[config.mk]
export PLATFORM = sky130hd
export DESIGN_NAME = knight_sprite_addr_gen
export DESIGN_NICKNAME = d
export VERILOG_FILES = /design/src/rtl/knight_pkg.sv /design/src/rtl/knight_anim_fsm.sv /design/src/rtl/knight_sprite_addr_gen.sv
export SDC_FILE = /design/constraint.sdc
export NUM_CORES = 1
export LEC_CHECK = 0
export BUFFER_PORTS_ARGS = -buffer_cell sky130_fd_sc_hd__buf_2
export CAP_MARGIN = 20
export CORE_MARGIN = 2
export CORE_UTILIZATION = 25
export DETAILED_ROUTE_END_ITERATION = 8
export SLEW_MARGIN = 10
export SYNTH_ARGS = -nofsm -noshare
export SYNTH_HDL_FRONTEND = slang
export SYNTH_SLANG_ARGS = --single-unit
export TNS_END_PERCENT = 100
[constraint.sdc]
create_clock -name vga_clk -period 6.4 [get_ports vga_clk]
set_clock_uncertainty 0.2 [all_clocks]
set_input_delay 0.64 -clock vga_clk [delete_from_list [all_inputs] [get_ports vga_clk]]
set_output_delay 0.64 -clock vga_clk [all_outputs]
set_load 0.02 [all_outputs]
[src/rtl/knight_pkg.sv]
// -----------------------------------------------------------------------------
// knight_pkg
//   Shared constants and types for the knight sprite address generator.
//   SPR_W / SPR_H     sprite frame size in pixels
//   N_WALK            number of walk frames (ROM frames 1..N_WALK, frame 0 = idle)
//   FRAME_DIV         vsync ticks per walk-frame advance
//   FRAME_WORDS       ROM words per frame
//   anim_state_t      animation FSM state
// -----------------------------------------------------------------------------
package knight_pkg;

  localparam int SPR_W       = 50;
  localparam int SPR_H       = 64;
  localparam int N_WALK      = 3;
  localparam int FRAME_DIV   = 6;
  localparam int FRAME_WORDS = SPR_W * SPR_H;

  typedef enum logic {
    IDLE = 1'b0,
    WALK = 1'b1
  } anim_state_t;

endpackage

[src/rtl/knight_anim_fsm.sv]
// -----------------------------------------------------------------------------
// knight_anim_fsm
//   Frame-rate side of the knight sprite: vsync synchroniser and end-of-pulse
//   tick, per-frame latches for the knight's position / facing, and the
//   idle/walk animation FSM with its frame divider.
//
// Ports
//   i_clk          pixel clock, all state on posedge
//   i_rst_n        async active-low reset
//   i_vs           VGA vsync, active low (asynchronous to nothing, but synced anyway)
//   i_knight_x/y   sprite box top-left corner (raw, may change any time)
//   i_moving       1 = knight walking
//   i_face_left    1 = draw mirrored
//   o_anim_frame   current ROM frame index, 0..N_WALK
//   o_knight_x_l   KnightX latched at the last tick
//   o_knight_y_l   KnightY latched at the last tick
//   o_face_left_l  face_left latched at the last tick
//   o_state        current FSM state (debug visibility)
// -----------------------------------------------------------------------------
module knight_anim_fsm #(
  parameter int N_WALK    = knight_pkg::N_WALK,
  parameter int FRAME_DIV = knight_pkg::FRAME_DIV
) (
  input  logic                    i_clk,
  input  logic                    i_rst_n,
  input  logic                    i_vs,
  input  logic [9:0]              i_knight_x,
  input  logic [9:0]              i_knight_y,
  input  logic                    i_moving,
  input  logic                    i_face_left,
  output logic [1:0]              o_anim_frame,
  output logic [9:0]              o_knight_x_l,
  output logic [9:0]              o_knight_y_l,
  output logic                    o_face_left_l,
  output knight_pkg::anim_state_t o_state
);

  import knight_pkg::*;

  localparam int DIV_W = (FRAME_DIV > 1) ? $clog2(FRAME_DIV) : 1;
  localparam logic [DIV_W-1:0] DIV_LAST  = DIV_W'(FRAME_DIV - 1);
  localparam logic [1:0]       LAST_WALK = 2'(N_WALK);

  // vsync synchroniser; reset to 1 (vsync inactive) so reset release never
  // looks like the end of a vsync pulse.
  logic r_vs_s1;
  logic r_vs_s2;
  logic r_vs_prev;
  logic w_tick;

  always_ff @(posedge i_clk or negedge i_rst_n) begin
    if (!i_rst_n) begin
      r_vs_s1   <= 1'b1;
      r_vs_s2   <= 1'b1;
      r_vs_prev <= 1'b1;
    end else begin
      r_vs_s1   <= i_vs;
      r_vs_s2   <= r_vs_s1;
      r_vs_prev <= r_vs_s2;
    end
  end

  // One-cycle pulse when the synchronised vsync goes 0 -> 1 (end of pulse).
  assign w_tick = r_vs_s2 & ~r_vs_prev;

  // Knight position / facing are only sampled on the tick so that a
  // mid-frame change cannot tear the sprite.
  logic [9:0] r_knight_x_l;
  logic [9:0] r_knight_y_l;
  logic       r_face_left_l;

  always_ff @(posedge i_clk or negedge i_rst_n) begin
    if (!i_rst_n) begin
      r_knight_x_l  <= '0;
      r_knight_y_l  <= '0;
      r_face_left_l <= 1'b0;
    end else if (w_tick) begin
      r_knight_x_l  <= i_knight_x;
      r_knight_y_l  <= i_knight_y;
      r_face_left_l <= i_face_left;
    end
  end

  // Animation FSM. The moving flag is consumed at the tick it is latched on,
  // so the FSM reacts to the same value the frame will be drawn with.
  anim_state_t      r_state;
  anim_state_t      w_state_nxt;
  logic [1:0]       r_frame;
  logic [1:0]       w_frame_nxt;
  logic [DIV_W-1:0] r_div;
  logic [DIV_W-1:0] w_div_nxt;

  always_comb begin
    w_state_nxt = r_state;
    w_frame_nxt = r_frame;
    w_div_nxt   = r_div;
    if (w_tick) begin
      case (r_state)
        IDLE: begin
          if (i_moving) begin
            w_state_nxt = WALK;
            w_frame_nxt = 2'd1;
            w_div_nxt   = '0;
          end else begin
            w_frame_nxt = 2'd0;
          end
        end
        WALK: begin
          if (!i_moving) begin
            w_state_nxt = IDLE;
            w_frame_nxt = 2'd0;
            w_div_nxt   = '0;
          end else if (r_div == DIV_LAST) begin
            w_div_nxt   = '0;
            w_frame_nxt = (r_frame == LAST_WALK) ? 2'd1 : r_frame + 2'd1;
          end else begin
            w_div_nxt   = r_div + 1'b1;
          end
        end
        default: begin
          w_state_nxt = IDLE;
          w_frame_nxt = 2'd0;
          w_div_nxt   = '0;
        end
      endcase
    end
  end

  always_ff @(posedge i_clk or negedge i_rst_n) begin
    if (!i_rst_n) begin
      r_state <= IDLE;
      r_frame <= 2'd0;
      r_div   <= '0;
    end else begin
      r_state <= w_state_nxt;
      r_frame <= w_frame_nxt;
      r_div   <= w_div_nxt;
    end
  end

  assign o_anim_frame  = r_frame;
  assign o_knight_x_l  = r_knight_x_l;
  assign o_knight_y_l  = r_knight_y_l;
  assign o_face_left_l = r_face_left_l;
  assign o_state       = r_state;

endmodule

[src/rtl/knight_sprite_addr_gen.sv]
// -----------------------------------------------------------------------------
// knight_sprite_addr_gen
//   Address stage in front of the knight sprite ROM. Tests whether the beam is
//   inside the knight's box, mirrors the column for left-facing, and forms the
//   ROM address for the current animation frame. sprite_on is delayed so that
//   it lines up with the palette colour read back from the ROM.
//
// Ports
//   vga_clk      pixel clock, all state on posedge
//   reset_n      async active-low reset
//   vs           VGA vsync, active low
//   DrawX/DrawY  beam column / row
//   blank        1 = visible region
//   KnightX/Y    sprite box top-left corner
//   moving       1 = knight walking
//   face_left    1 = draw mirrored
//   rom_address  registered ROM address (ROM samples on negedge)
//   sprite_on    beam was inside the box, aligned with the palette output
//   anim_frame   current frame index, 0..N_WALK
//   o_dbg_state  animation FSM state (debug visibility)
//
// Timing: beam at cycle n -> rom_address valid after posedge n+1 -> ROM reads
// on the following negedge -> sprite_on valid after posedge n+2, i.e. in the
// cycle where downstream registers the palette colour.
// -----------------------------------------------------------------------------
module knight_sprite_addr_gen #(
  parameter int SPR_W     = knight_pkg::SPR_W,
  parameter int SPR_H     = knight_pkg::SPR_H,
  parameter int N_WALK    = knight_pkg::N_WALK,
  parameter int FRAME_DIV = knight_pkg::FRAME_DIV,
  parameter int ADDR_W    = 14
) (
  input  logic                    vga_clk,
  input  logic                    reset_n,
  input  logic                    vs,
  input  logic [9:0]              DrawX,
  input  logic [9:0]              DrawY,
  input  logic                    blank,
  input  logic [9:0]              KnightX,
  input  logic [9:0]              KnightY,
  input  logic                    moving,
  input  logic                    face_left,
  output logic [ADDR_W-1:0]       rom_address,
  output logic                    sprite_on,
  output logic [1:0]              anim_frame,
  output knight_pkg::anim_state_t o_dbg_state
);

  import knight_pkg::*;

  localparam logic [10:0]       SPR_W_11    = 11'(SPR_W);
  localparam logic [10:0]       SPR_H_11    = 11'(SPR_H);
  localparam logic [10:0]       COL_MAX_11  = 11'(SPR_W - 1);
  localparam logic [ADDR_W-1:0] SPR_W_A     = ADDR_W'(SPR_W);
  localparam logic [ADDR_W-1:0] FRAME_WDS_A = ADDR_W'(SPR_W * SPR_H);

  // ---------------------------------------------------------------------------
  // Frame-rate state (sync, latches, animation FSM)
  // ---------------------------------------------------------------------------
  logic [1:0]  w_anim_frame;
  logic [9:0]  w_knight_x_l;
  logic [9:0]  w_knight_y_l;
  logic        w_face_left_l;
  anim_state_t w_state;

  knight_anim_fsm #(
    .N_WALK    (N_WALK),
    .FRAME_DIV (FRAME_DIV)
  ) u_anim_fsm (
    .i_clk         (vga_clk),
    .i_rst_n       (reset_n),
    .i_vs          (vs),
    .i_knight_x    (KnightX),
    .i_knight_y    (KnightY),
    .i_moving      (moving),
    .i_face_left   (face_left),
    .o_anim_frame  (w_anim_frame),
    .o_knight_x_l  (w_knight_x_l),
    .o_knight_y_l  (w_knight_y_l),
    .o_face_left_l (w_face_left_l),
    .o_state       (w_state)
  );

  // ---------------------------------------------------------------------------
  // Stage 0: hit test and address arithmetic (combinational)
  // ---------------------------------------------------------------------------
  logic [10:0]       w_lx;
  logic [10:0]       w_ly;
  logic [10:0]       w_col;
  logic              w_hit;
  logic [ADDR_W-1:0] w_frame_ext;
  logic [ADDR_W-1:0] w_addr;

  // 11-bit differences: when the beam is left of / above the box the result
  // wraps to a large value, but the explicit >= checks reject those cases.
  assign w_lx = {1'b0, DrawX} - {1'b0, w_knight_x_l};
  assign w_ly = {1'b0, DrawY} - {1'b0, w_knight_y_l};

  // A box hanging off the right/bottom edge is simply never reached by the
  // beam there, so no wrap-around handling is needed.
  assign w_hit = blank
              && (DrawX >= w_knight_x_l) && (w_lx < SPR_W_11)
              && (DrawY >= w_knight_y_l) && (w_ly < SPR_H_11);

  assign w_col = w_face_left_l ? (COL_MAX_11 - w_lx) : w_lx;

  assign w_frame_ext = ADDR_W'(w_anim_frame);
  assign w_addr      = (w_frame_ext * FRAME_WDS_A)
                     + (ADDR_W'(w_ly) * SPR_W_A)
                     + ADDR_W'(w_col);

  // ---------------------------------------------------------------------------
  // Pipeline: address + hit at n+1, sprite_on at n+2
  // ---------------------------------------------------------------------------
  logic [ADDR_W-1:0] r_rom_address;
  logic              r_hit_d;
  logic              r_sprite_on;

  always_ff @(posedge vga_clk or negedge reset_n) begin
    if (!reset_n) begin
      r_rom_address <= '0;
      r_hit_d       <= 1'b0;
      r_sprite_on   <= 1'b0;
    end else begin
      // Off-box pixels read word 0 so the ROM never sees an out-of-range address.
      r_rom_address <= w_hit ? w_addr : '0;
      r_hit_d       <= w_hit;
      r_sprite_on   <= r_hit_d;
    end
  end

  assign rom_address = r_rom_address;
  assign sprite_on   = r_sprite_on;
  assign anim_frame  = w_anim_frame;
  assign o_dbg_state = w_state;

endmodule

==> flow_summary.toml, run 1 <==
[yosys]
syn-cell-area_sq_mm = 0.00432
syn-instance-count = 469
ys_warn_count = 0
ys_types = 60
post_synth_main_area_contributors = "dfrtp_1 25%, ha_1 21%, inv_1 5.6%"
synth_edf_count = 0
yosys.area.top_type_share_pct = 24.9
synth_flop_cell = "dfrtp_1"
most_repeated_cell_in_the_gate_level_netlist_after_synthesis = "ha_1"
yosys_register_bits = 46
synth.avg_cell_area_sq_um = 9.22
yosysTopAreaCell = "dfrtp_1"
synth_nets = 600
synth.cells.most_frequent = "73 x ha_1, 65 x inv_1, 43 x dfrtp_1, 38 x nand2_1"
synth-seq-area-share_pct = 26.7
synth-async-reset-ratio_pct = 100

[run]
max_cap_viols = 0

[worst_setup_path]
worstSetupStartpointType = "input port"
worst_path_max_delay_cell = "fa_1"
critPathMaxStageDelay_ns = 0.49
reg2reg_slack_ns = 0.76
timing.critical_path.required_ns = 6.44
reg_to_reg_critical_path_startpoint = "u_anim_fsm.o_knight_y_l[0]"
critPathCaptureType = "flip-flop"
critical_path_class = "in2reg"
critPathArrivalTime_ns = 5.79
critical_path.reg2reg.endpoint = "rom_address[13]"
ff2ff_path_depth = 23
cp_max_fo = 4

[clock_tree]
tritoncts = "built"
clockBufferDepth = 2
cts_num_sinks = 46
clkLatencyLatePin_ns = 0.31
cts_resized = 0
cts_root_buf = "clkbuf_16"
cts-buffers-inserted = 5
htree_levels = 2
post_cts_hold_buffer_count = 0
cts.repair_timing.setup_buffer_count = 0
clk_transition_reported_paths_ns = 0.07

[worst_hold_path]
timing.hold.worst_endpoint = "sprite_on"
worstHoldPathType = "reg2reg"
number_of_cells_on_the_worst_hold_path = 0
hold_start = "r_hit_d"

[global_routing]
grt_pass1_vias = 3227
globalRoute.totalOverflow = 0
grtUsageTotal_pct = 11.0
pin_count_of_the_biggest_net_entering_global_routing = 47
global_route_wire_length_before_repair_um = 15600
initial_antenna_violation_count = 0

[cells_and_area]
stdcell_count = 756
postLayoutCellArea_sq_mm = 0.00506
final_nets = 661
fillCellCount = 1829
diodes = 0
layout-drive-gt1-share_pct = 18.5
area_delta_synth_final_pct = 17.0
layout.area.seq_sq_mm = 0.00115
multi_input_comb_area_sq_mm = 0.00287

[timing]
transition_at_the_pin_with_the_smallest_max_transition_slack_ns = 0.621
fin_crit_ns = 5.75
setup_viol = 0
setup_total_negative_slack_ns = 0
timing_max_transition_violations_final = 0
fmax_ghz = 0.174
timing.max_slew.rel_slack_pct = 58.6
rsz_0062_raised_after_global_routing = "no"
hold_violations = 0
final.period_utilization_pct = 89.9

[drt]
vias = 3257
detail_route.wl_per_cell_um = 12.6
drt_pre_antenna_iters = 4
drt_wl_total_um = 9550
post-route-drc-count = 0
postRouteAntennaNets = 0
first_iter_violations = 126
drt-vias-per-instance = 4.31

[die]
die-width_um = 135
core_area_sq_mm = 0.0171
boundaryPins = 64
num_rows = 48
floorplan.initialDensity_pct = 25.3
floorplan.die_area_sq_mm = 0.0184
die_h_um = 135

[place]
dpl.cell_count = 748
place.gp.congestion = 0.804
placed_cell_area_sq_mm = 0.00488
detailedPlacementHpwl_um = 7750
number_of_buffer_cells_added_on_primary_ports = 63

[outcome]
result_of_the_run = "finished clean"
-- cell type report --
class	count	share of cell area (%)
multi-input combinational	347	56.8
sequential	46	22.8
timing repair buffer	65	6.53
tap	225	5.57
inverter	65	4.82
clock buffer	5	2.47
clock inverter	3	0.965
-- cell usage in the layout (no fill, tap or decap), drive strengths merged, types with 5 or more instances in the layout --
master	count
nor2	28
inv	66
nand3	7
a21oi	19
nor2b	12
xnor2	26
a21o	8
ha	73
o21bai	5
xor2	15
dfrtp	43
nor3	12
o21ai	27
buf	65
fa	12
nand2	38
o21a	6
nand2b	6
clkbuf	5
-- routing by layer --
metal  share of wire [%]  wire length [um]  global-route usage (%)
met5                   0                 0                       0
met4                 1.1               106                    2.66
met3                 3.9               373                    2.92
met2                  47              4540                    19.4
met1                  47              4540                    13.5
-- per-stage QoR --
step / hold slack [ns] / worst slack [ns] / util [%]
floorplan: 0.131 / 0.897 / -
global placement: 0.132 / 0.427 / 28.5
detailed placement: 0.136 / 0.308 / 28.5
CTS: 0.153 / 0.636 / 29.6
global route: 0.160 / 0.342 / 29.6
finish: 0.149 / 0.649 / 29.6
-- kinds of logic after synthesis --
family	Yosys count	synth area share (%)
AND/OR/NAND/NOR	114	13.1
AO/OA/AOI/OAI	101	16.4
adder cells (fa/ha/maj)	85	26.7
buffers and inverters	76	6.86
flip-flops	46	26.7
XOR/XNOR	42	9.00
multiplexers	5	1.24
-- how the worst max path moves through the flow --
| stage | startpoint | endpoint | slack [ns] | cells past startpoint |
|---|---|---|---|---|
| floorplan | DrawY[0] | rom_address[13] | 0.90 | 24 |
| global placement | DrawY[0] | rom_address[13] | 0.43 | 25 |
| detailed placement | DrawY[0] | rom_address[13] | 0.31 | 25 |
| CTS | DrawY[0] | rom_address[13] | 0.64 | 25 |
| global route | DrawY[0] | rom_address[13] | 0.34 | 25 |
| finish | DrawY[0] | rom_address[13] | 0.65 | 25 |
-- flip-flops by register name, summed over array words and instances, names as in the netlist --
| signal | cells |
|---|---|
| u_anim_fsm.o_anim_frame | 2 |
| u_anim_fsm.r_vs_prev | 1 |
| u_anim_fsm.o_face_left_l | 1 |
| r_hit_d | 1 |
| rom_address | 14 |
| u_anim_fsm.r_div | 3 |
| u_anim_fsm.o_knight_y_l | 10 |
| u_anim_fsm.r_vs_s1 | 1 |
| u_anim_fsm.o_state | 1 |
| u_anim_fsm.o_knight_x_l | 10 |
| u_anim_fsm.r_vs_s2 | 1 |
| sprite_on | 1 |
-- critical path, delay by kind of cell --
family	cells	cell delay, ns
compound gates	5	0.98
fa+ha+maj	8	2.74
buf+inv	6	0.44
simple gates	3	0.35
xor+xnor	3	0.64
Power of run 1 is left out: the tool's default activity adds up to more than one toggle a clock period on the data nets, which glitch-free logic cannot reach.
==> run 2: changes to the inputs <==
- SYNTH_HIERARCHICAL: default -> 1
==> flow_summary.toml, run 2 <==
[global_routing]
grt_pass1_vias = 3629
pin_count_of_the_biggest_net_entering_global_routing = 47
initial_antenna_violation_count = 0
met1_usage_pct = 14.2
grt_util_met3_pct = 1.55
groute.layer.met2.usage_pct = 19.3
grtUsageTotal_pct = 11.0
grt_busiest_layer = "met2"
global_route_wire_length_before_repair_um = 17500
globalRoute.totalOverflow = 0

[yosys]
yosys.area.top_type_share_pct = 23.4
yosys_register_bits = 46
ys_warn_count = 6
synth.cells.most_frequent = "82 x nand2_1, 73 x ha_1, 65 x inv_1, 43 x dfrtp_1"
synth_nets = 645
synth_edf_count = 0
synth_flop_cell = "dfrtp_1"
synth.avg_cell_area_sq_um = 8.93
synth-seq-area-share_pct = 25.2
synth-async-reset-ratio_pct = 100
post_synth_main_area_contributors = "dfrtp_1 23%, ha_1 20%, nand2_1 6.7%"
ys_types = 65
syn-cell-area_sq_mm = 0.00459
yosysTopAreaCell = "dfrtp_1"
syn-instance-count = 514
most_repeated_cell_in_the_gate_level_netlist_after_synthesis = "nand2_1"

[cells_and_area]
layout-drive-gt1-share_pct = 18.9
postLayoutCellArea_sq_mm = 0.00534
final_nets = 711
mostFrequentLayoutCell = "nand2_1"
largest_register_ffs = 14
diodes = 0
area_delta_synth_final_pct = 16.4
layout.cells.most_common_list = "82 x nand2_1, 73 x ha_1, 65 x inv_1"

[drt]
detail_route.wl_per_cell_um = 12.8
postRouteAntennaNets = 0
first_iter_violations = 106
vias = 3730
drt-vias-per-instance = 4.60
drt_pre_antenna_iters = 4
drt_wl_total_um = 10400
post-route-drc-count = 0

[worst_setup_path]
cp_max_fo = 6
worstSetupStartpointType = "input port"
critical_path_class = "in2reg"
critPathArrivalTime_ns = 5.95
timing.critical_path.required_ns = 6.42
critPathLaunch = "DrawY[0]"
reg_to_reg_critical_path_startpoint = "u_anim_fsm/o_knight_y_l[0]"
critPathCaptureType = "flip-flop"

[timing]
fmax_ghz = 0.169
rsz_0062_raised_after_global_routing = "no"
timing_max_transition_violations_final = 0
fin_crit_ns = 5.93
worst_hold_slack_ns = 0.149
setup_viol = 0
hold_violations = 0
setup_total_negative_slack_ns = 0
transition_at_the_pin_with_the_smallest_max_transition_slack_ns = 0.665
timing.max_slew.rel_slack_pct = 55.5
final.period_utilization_pct = 92.7
post-route-worst-setup-slack_ns = 0.469

[clock_tree]
htree_levels = 2
clkLatencyLatePin_ns = 0.29
cts-buffers-inserted = 5
clk_transition_reported_paths_ns = 0.07
cts.repair_timing.setup_buffer_count = 0
cts_root_buf = "clkbuf_16"
clockBufferDepth = 2
tritoncts = "built"
cts_num_sinks = 46

[worst_hold_path]
hold_start = "r_hit_d"
worstHoldPathType = "reg2reg"

[die]
boundaryPins = 64
floorplan.die_area_sq_mm = 0.0195
die_h_um = 140
core_area_sq_mm = 0.0180
die-width_um = 140
num_rows = 49
floorplan.initialDensity_pct = 25.6

[place]
place.gp.congestion = 0.785
placed_cell_area_sq_mm = 0.00519
detailedPlacementHpwl_um = 8560
pre_cts_ws_ns = 0.0459
number_of_buffer_cells_added_on_primary_ports = 63

[outcome]
result_of_the_run = "finished clean"

[run]
max_cap_viols = 0
## run 2: worst paths after layout
path | endpoint | slack, ns | cells after the start
max | rom_address[13] | 0.47 | 25
min | sprite_on | 0.15 | 0
max reg2reg | rom_address[13] | 0.61 | 23
min reg2reg | sprite_on | 0.15 | 0
max in group asynchronous | u_anim_fsm/o_knight_x_l[5] | 5.35 | 2
min in group asynchronous | u_anim_fsm/r_div[1] | 0.24 | 2
## run 2: metal layers
metal / up-vias / wire length (um)
li1: 1916 / -
met4: 0 / 104
met5: - / 0
met2: 59 / 5010
met3: 8 / 314
met1: 1747 / 4980
## run 2: critical path, stage by stage
cell and delay, ns:
buf_2 0.10, inv_1 0.05, ha_1 0.17, inv_1 0.06
fa_1 0.40, a21oi_1 0.22, nor2b_1 0.07, nor2_1 0.18
xnor2_1 0.15, ha_1 0.25, ha_1 0.28, inv_1 0.05
fa_1 0.49, inv_1 0.04, ha_1 0.29, inv_1 0.11
o21bai_1 0.08, a21oi_1 0.24, xnor2_1 0.19, fa_1 0.45
ha_1 0.38, a21o_1 0.22, o41ai_2 0.34, xnor3_1 0.39
nor3_2 0.10
## run 2: area by class of cell
class                      count  area [sq um]
inverter                      65           244
timing repair buffer          70           368
clock inverter                 1          5.00
sequential                    46          1150
multi-input combinational    392          3140
fill                        1918         12600
clock buffer                   7           143
tap                          229           287
## run 2: through the flow
step           cells  util, %
4_1_cts          810     29.7
6_report         810     29.7
3_3_place_gp     802     28.9
3_5_place_dp     802     28.9
5_1_grt          810     29.7
2_1_floorplan    514        -
## run 2: timing repair
item | 4_1_cts | 5_1_grt
resized for setup | 0 | 1
setup endpoints to repair | 0 | 1
hold buffers | 0 | 0
## run 2: cell families after synthesis
group                    after synthesis  share of synthesized area, %
buffers and inverters                 76                          6.62
XOR/XNOR                              35                          6.98
adder cells (fa/ha/maj)               85                          25.1
flip-flops                            46                          25.2
AND/OR/NAND/NOR                      168                          19.2
AO/OA/AOI/OAI                         98                          15.5
multiplexers                           6                          1.36
Power of run 2 is left out for the same reason.
